`src/rtl/fifo16_reader_if.sv`:
```
// Downstream valid/ready stream carried out of the fifo16 reader.
// The master side presents words; the slave side accepts them.
interface fifo16_reader_if #(
    parameter int DATA_WIDTH = 4
);
    logic                  out_valid;
    logic                  out_ready;
    logic [DATA_WIDTH-1:0] out_data;

    modport master (
        output out_valid,
        output out_data,
        input  out_ready
    );

    modport slave (
        input  out_valid,
        input  out_data,
        output out_ready
    );
endinterface

```
`src/rtl/fifo16_reader.sv`:
```
// Read-side controller for the fifo16 buffer.
// Pops words from fifo16 while there is room locally, captures each word
// the cycle after its pop, and streams the words downstream through a
// 3-entry circular queue over a valid/ready handshake.
// The queue is sized for one queued word plus one in-flight word at full
// rate, and a third slot so a stalled consumer never loses a word.
module fifo16_reader #(
    parameter int DATA_WIDTH = 4,
    parameter int CNT_WIDTH  = 8
) (
    input  logic                  clk,
    input  logic                  rst,
    input  logic                  en,
    input  logic                  flush,
    input  logic                  buf_empty,
    input  logic [DATA_WIDTH-1:0] buf_out,
    output logic                  rd_en,
    fifo16_reader_if.master       out_if,
    output logic [CNT_WIDTH-1:0]  words_out
);

    logic [1:0]            occ;
    logic                  inf;
    logic [1:0]            head;
    logic [1:0]            tail;
    logic [DATA_WIDTH-1:0] mem [3];
    logic [DATA_WIDTH-1:0] data_q;

    logic                  transfer;
    logic                  capture;
    logic [2:0]            pending;
    logic [1:0]            occ_after_pop;
    logic [1:0]            occ_next;
    logic [1:0]            head_next;
    logic [1:0]            tail_next;
    logic [DATA_WIDTH-1:0] data_next;

    // Circular pointer advance over the three queue slots.
    function automatic logic [1:0] ptr_inc(input logic [1:0] p);
        return (p == 2'd2) ? 2'd0 : p + 2'd1;
    endfunction

    assign out_if.out_valid = (occ != 2'd0);
    assign out_if.out_data  = data_q;

    // Pop request: only when fifo16 has data and queued plus in-flight
    // words leave a free slot; never depends on the consumer's ready.
    always_comb begin
        pending = {1'b0, occ} + {2'b00, inf};
        rd_en   = rst & en & ~flush & ~buf_empty & (pending < 3'd3);
    end

    // Next-state of the queue: pop on handshake, push the in-flight word,
    // and preselect the word that becomes the head after this edge.
    always_comb begin
        transfer      = out_if.out_valid & out_if.out_ready & ~flush;
        capture       = inf & ~flush;
        occ_after_pop = occ - {1'b0, transfer};
        occ_next      = occ_after_pop + {1'b0, capture};
        head_next     = transfer ? ptr_inc(head) : head;
        tail_next     = capture ? ptr_inc(tail) : tail;
        data_next     = data_q;
        if (flush) begin
            occ_next  = 2'd0;
            head_next = 2'd0;
            tail_next = 2'd0;
        end else if (occ_after_pop != 2'd0) begin
            data_next = mem[head_next];
        end else if (capture) begin
            data_next = buf_out;
        end
    end

    // Control registers, the head-word output register and the transfer counter.
    always_ff @(posedge clk or negedge rst) begin
        if (!rst) begin
            occ       <= 2'd0;
            inf       <= 1'b0;
            head      <= 2'd0;
            tail      <= 2'd0;
            data_q    <= '0;
            words_out <= '0;
        end else begin
            occ    <= occ_next;
            inf    <= rd_en;
            head   <= head_next;
            tail   <= tail_next;
            data_q <= data_next;
            if (transfer) begin
                words_out <= words_out + CNT_WIDTH'(1);
            end
        end
    end

    // Queue storage: the in-flight word lands in the tail slot.
    always_ff @(posedge clk) begin
        if (capture) begin
            mem[tail] <= buf_out;
        end
    end

endmodule
```
`src/flat_wrapper.sv`:
```
// flat-port wrapper written by rule: the top's interface ports become plain ports
module fifo16_reader_flat 
#(
    parameter int DATA_WIDTH = 4,
    parameter int CNT_WIDTH  = 8
)
  (clk, rst, en, flush, buf_empty, buf_out, rd_en, words_out, out_if_out_valid, out_if_out_data, out_if_out_ready);
  fifo16_reader_if #(.DATA_WIDTH(DATA_WIDTH)) out_if_i ();
  input  logic clk;
  input  logic rst;
  input  logic en;
  input  logic flush;
  input  logic buf_empty;
  input  logic [DATA_WIDTH-1:0] buf_out;
  output logic rd_en;
  output logic [CNT_WIDTH-1:0] words_out;
  output wire logic [$bits(out_if_i.out_valid)-1:0] out_if_out_valid;
  output wire logic [$bits(out_if_i.out_data)-1:0] out_if_out_data;
  input wire logic [$bits(out_if_i.out_ready)-1:0] out_if_out_ready;
  assign out_if_out_valid = out_if_i.out_valid;
  assign out_if_out_data = out_if_i.out_data;
  assign out_if_i.out_ready = out_if_out_ready;
  fifo16_reader #(.DATA_WIDTH(DATA_WIDTH), .CNT_WIDTH(CNT_WIDTH)) u_core (.clk(clk), .rst(rst), .en(en), .flush(flush), .buf_empty(buf_empty), .buf_out(buf_out), .rd_en(rd_en), .out_if(out_if_i), .words_out(words_out));
endmodule
```
`config.mk`:
```
export PLATFORM = sky130hd
export DESIGN_NAME = fifo16_reader_flat
export DESIGN_NICKNAME = d
export VERILOG_FILES = /design/src/rtl/fifo16_reader_if.sv /design/src/rtl/fifo16_reader.sv /design/src/flat_wrapper.sv
export SDC_FILE = /design/constraint.sdc
export NUM_CORES = 1
export LEC_CHECK = 0
export BUFFER_PORTS_ARGS = -buffer_cell sky130_fd_sc_hd__buf_4
export CORE_ASPECT_RATIO = 0.7
export CORE_UTILIZATION = 31
export DETAILED_ROUTE_END_ITERATION = 10
export GPL_TIMING_DRIVEN = 1
export PLACE_DENSITY = 0.53
export SLEW_MARGIN = 20
export SYNTH_ARGS = -nofsm -noshare
export SYNTH_HDL_FRONTEND = slang
export SYNTH_SLANG_ARGS = --single-unit
```
`constraint.sdc`:
```
create_clock -name clk -period 1.61 [get_ports clk]
set_clock_uncertainty 0.1 [all_clocks]
set_input_delay 0.0805 -clock clk [delete_from_list [all_inputs] [get_ports clk]]
set_output_delay 0.0805 -clock clk [all_outputs]
set_load 0.03 [all_outputs]
```
# Yosys cells after proc, flatten, opt, wreduce, memory -nomap -nowiden
# Memory sizes are Yosys's and may differ from the RTL's.
# Index checks and enable logic that the tools add are counted.
# Widths: inputs -> output; s select.
totals:
  in_bits: 10
  reg_bits: 19
  mem_bits_rw: 12
  word_cells: 41
  out_inout_bits: 14
  memories: 1
mem_list:
  columns: ["name", "depth", "width", "read_ports", "rd_ports_with_merged_regs", "wr", "line", "text"]
  rows:
  - ["u_core.mem", 3, 4, 1, 0, 1, "fifo16_reader.sv:26", "logic [DATA_WIDTH-1:0] mem [3];"]
classes:
  n_reduce_logical: 5
  muxes: 11
  magnitude_cmp: 1
  eq_ne: 2
  bitwise_logic: 9
  n_addsub: 6
ops:
  columns: ["op", "n"]
  rows:
  - ["$mux 2", 7]
  - ["$add 8x1->8 const B", 1]
  - ["$mux 4", 2]
  - ["$reduce_bool 2->1", 4]
  - ["$and 1x1->1", 7]
  - ["$add 2x1->2 const B", 2]
  - ["$eq 2x2->1 const B", 2]
  - ["$add 2x1->3", 1]
  - ["$lt 3x2->1 const B", 1]
  - ["$add 2x1->2", 1]
  - ["$mux 1", 2]
  - ["$not 1->1", 2]
  - ["$reduce_and 2->1", 1]
  - ["$sub 2x1->2", 1]

# Depth between registers and ports, before layout
logic_depth:
  depth_word: 7
  depth_mapped: 7
  mapped_depth_nobuf: 6

# Worst setup path before layout
# Ideal clock, no wire load.
synth_timing:
  path_type: "register to register"
  start: "register u_core.occ[0]"
  end: "register u_core.inf"
  setup_ns: 0.292
  path_stages_with_launch: 4
  t_arrival_ns: 2.566
  slack_ns: -1.348
  required_ns: 1.218
  n_path_buf: 0
  synth_period_minus_slack_ns: 2.958
  cell_sequence: "dfrtp_1 -> ha_1 -> ha_1 -> a2111oi_0"
synth_between:
  elab_chain_cells: 3
synth_rtl:
  columns: ["item", "line", "text"]
  rows:
  - ["start, declared", "fifo16_reader.sv:22", "logic [1:0] occ;"]
  - ["start signal, assigned", "fifo16_reader.sv:84", "occ <= occ_next;"]
  - ["$add 2x1->3", "fifo16_reader.sv:49", "pending = {1'b0, occ} + {2'b00, inf};"]
  - ["$lt 3x2->1", "fifo16_reader.sv:50", "rd_en = rst & en & ~flush & ~buf_empty & (pending < 3'd3);"]
  - ["$and 1x1->1", "fifo16_reader.sv:50", null]
  - ["named net rd_en", "flat_wrapper.sv:15", "output logic rd_en;"]
  - ["end signal, assigned", "fifo16_reader.sv:85", "inf <= rd_en;"]
  - ["end, declared", "fifo16_reader.sv:23", "logic inf;"]
# The timed path passes the listed nets, and every way through them passes these cells.
# A chain may end at the register's enable or synchronous reset.

# Final worst setup path
layout_timing:
  start: "register u_core.occ[0]"
  end: "output port rd_en"
layout_between:
  elab_chain_cells: 3
layout_rtl:
  columns: ["item", "line"]
  rows:
  - ["$add 2x1->3", "fifo16_reader.sv:49"]
  - ["$lt 3x2->1", "fifo16_reader.sv:50"]
  - ["$and 1x1->1", "fifo16_reader.sv:50"]
  - ["end, declared", "flat_wrapper.sv:15"]
# No other way between the ends.

==> results_dict.tcl <==
set metrics [dict create \
    mostFrequentLayoutCells "buf_4, dfrtp_1, nor2_1, nand2_1" \
    gp_congestion 0.8797 \
    fin_ws_ns -0.1697 \
    rsz0062_at_grt "yes" \
    dp_slack_ns -0.03995 \
    grt_pass1_vias 1241 \
    cts_tree "built" \
    tns_ns -0.5912 \
    ys_seq_area_share_pct 55.30 \
    finalMaxSlewViolations 0 \
    yosysTopAreaCell "dfrtp_1" \
    worst-slew-pin-transition_ns 0.4479 \
    die_w_um 85.46 \
    hold_depth 3 \
    final_antenna_net_count 0 \
    crit_path_max_fanout 2 \
    max_slew_margin_pct 70.08 \
    nNetsFinal 211 \
    max_freq_ghz 0.5619 \
    dr.pass1.iters 4 \
    io_buffers 23 \
    die_y_um 60.42 \
    hold_viol_final 1 \
    die_area_um2 5163 \
    clock_sinks 31 \
    critPathLaunch "u_core.occ[0]" \
    layout-drive-gt1-share_pct 41.41 \
    grt_pass1_wl_um 5982 \
    min-delay-path-class "primary input to register" \
    rows 20 \
    irDropWorstVdd_mv 0.3325 \
    cp.depth 4 \
    num_vias 1262 \
    final_design_area_no_fill_um2 2276 \
    dp_hpwl_um 2546 \
    gr-usage-all-layers_pct 15.46 \
    fin_crit_sh_pct 110.5 \
    r2r_end "u_core.out_if.out_data[1]" \
    ys_types 34 \
    crit_top_cell "ha_4" \
    cts.reportedPaths.clkPinSlew_ns 0.07 \
    cap_violations 0 \
    reg2reg_depth 7 \
    synth_top_area_share_pct 31.46 \
    fin_crit_ns 1.780 \
    arrival_ns 1.60 \
    grt_start_max_net_pins 20 \
    antenna_found_initial 0 \
    start_util_pct 33.56 \
    crit_end "rd_en" \
    clk_latency_ns 0.28 \
    yosys-top-cells-area "dfrtp_1, edfxtp_1, a21oi_1" \
    cp-end-kind "primary output" \
    cts_buffers 5 \
    crit_buf_inv 1 \
    routed_via_density 4.988 \
    dominantRegCellSynth "dfrtp_1" \
    ys_warn_count 0 \
    synth_seq_cells 31 \
    worstPathCellList "ha_4 > ha_4 > a2111oi_4 > buf_4" \
    finalSetupViolCount 7 \
    critical_path_class "register to primary output" \
    placed_area_um2 1872 \
    syn_area_um2 1511 \
    status "finished with violations" \
    clock-root-buffer "clkbuf_8" \
    critPathLaunchType "register" \
    num_io_pins 24 \
    r2r_slack_ns -0.13 \
    crit_family "flip-flops" \
    synth_fp_nets 156 \
    worstPathRequired_ns 1.43 \
    cpPeakStageDelay_ns 0.43 \
    synthesis.instances 142 \
    total_power_w 0.001958 \
    timing.hold.ws_ns -0.004809 \
    drc 0 \
    wl_um 3774 \
    avgRoutedWirePerCell_um 14.92 \
    coreArea_um2 4504 \
    gr-total-overflow 0 \
    layout_commonest_cell "buf_4" \
    syn_avg_cell_area_um2 10.64 \
    synthArstFlopShare_pct 61.29 \
    h-tree-depth 2 \
    diodes 0 \
    synthToLayoutAreaGrowth_pct 50.58 \
    p_leak_nw 0.9400 \
    ctsLongestPathBuffers 2 \
    failed_checks "hold timing, setup timing" \
    slowest_stage "dfrtp_2" \
    cellPowerDensity_nw_per_um2 860.2 \
    synth_edf_count 12 \
    drt_iter0_drc 124 \
    r2r-start "u_core.occ[0]" \
]
==> power by group <==
group,internal [W],switching [W]
Sequential,0.000866,0.0000388
Combinational,0.000135,0.000172
Clock,0.000453,0.000294
==> cell usage after synthesis (all sizes together) (4+ instances only) <==
| library cell | instances |
|---|---|
| nor2 | 17 |
| a21oi | 13 |
| ha | 4 |
| nor3 | 6 |
| o311ai | 4 |
| inv | 9 |
| nand2 | 14 |
| dfrtp | 19 |
| nand2b | 4 |
| xnor2 | 7 |
| a22o | 4 |
| nand3 | 4 |
| edfxtp | 12 |
| a31oi | 4 |
==> layout make-up <==
cell class / instances / area [µm²]
multi-input cells: 98 / 787.0
clock inverters: 3 / 38.79
flip-flops and latches: 31 / 839.6
well taps: 55 / 68.82
repair buffers: 52 / 435.4
fillers: 397 / 2228
clock buffers: 5 / 68.82
inverters: 9 / 37.54
==> worst min-delay path by stage <==
stage	start	to	slack, ns
floorplan	rst	u_core.head[0]	-0.32
global placement	rst	u_core.head[0]	-0.01
finish	buf_empty	u_core.inf	-0.005
global route	buf_empty	u_core.inf	0.003
detailed placement	rst	u_core.head[0]	-0.007
CTS	buf_empty	u_core.inf	-0.004
==> timing repair <==
action,CTS,global route
pin swaps,4,7
endpoints found under the setup margin,2,9
hold buffers,6,0
gates resized for setup,7,25
hold endpoints to repair,35,0
buffers inserted,9,2
==> kinds of logic (layout without fill, tap and decap cells) <==
family	after synthesis	in the layout	share of synthesized area [%]
AND/OR/NAND/NOR	55	55	18.29
flip-flops	31	31	55.30
AO/OA/AOI/OAI	30	30	13.82
buffers and inverters	13	69	3.974
XOR/XNOR	8	8	4.636
adder cells (fa/ha/maj)	4	4	3.311
multiplexers	1	1	0.6623
==> through the flow <==
step / utilization, % / instances
2_1_floorplan: - / 142
3_3_place_gp: 41.56 / 228
3_5_place_dp: 41.56 / 228
4_1_cts: 47.42 / 251
5_1_grt: 50.53 / 253
6_report: 50.53 / 253
==> metal layers <==
metal,part of all wire (%),vias to the layer above,track usage [%]
met2,45,32,25.03
li1,-,615,-
met3,4.3,7,4.490
met5,0,-,0
met4,1.1,0,5.000
met1,49,608,20.39
==> sequential cells by signal, indices dropped and copies added (netlist names) <==
register,count
u_core.mem,12
u_core.inf,1
u_core.tail,2
u_core.out_if.out_data,4
u_core.head,2
u_core.words_out,8
u_core.occ,2
==> tightest hold or removal path: cells and delay by family <==
kind | cells | cell delay (ns)
AO/OA/AOI/OAI | 1 | 0.06
AND/OR/NAND/NOR | 1 | 0.13
buffers and inverters | 1 | 0.07
(Power assumes the default switching activity.)
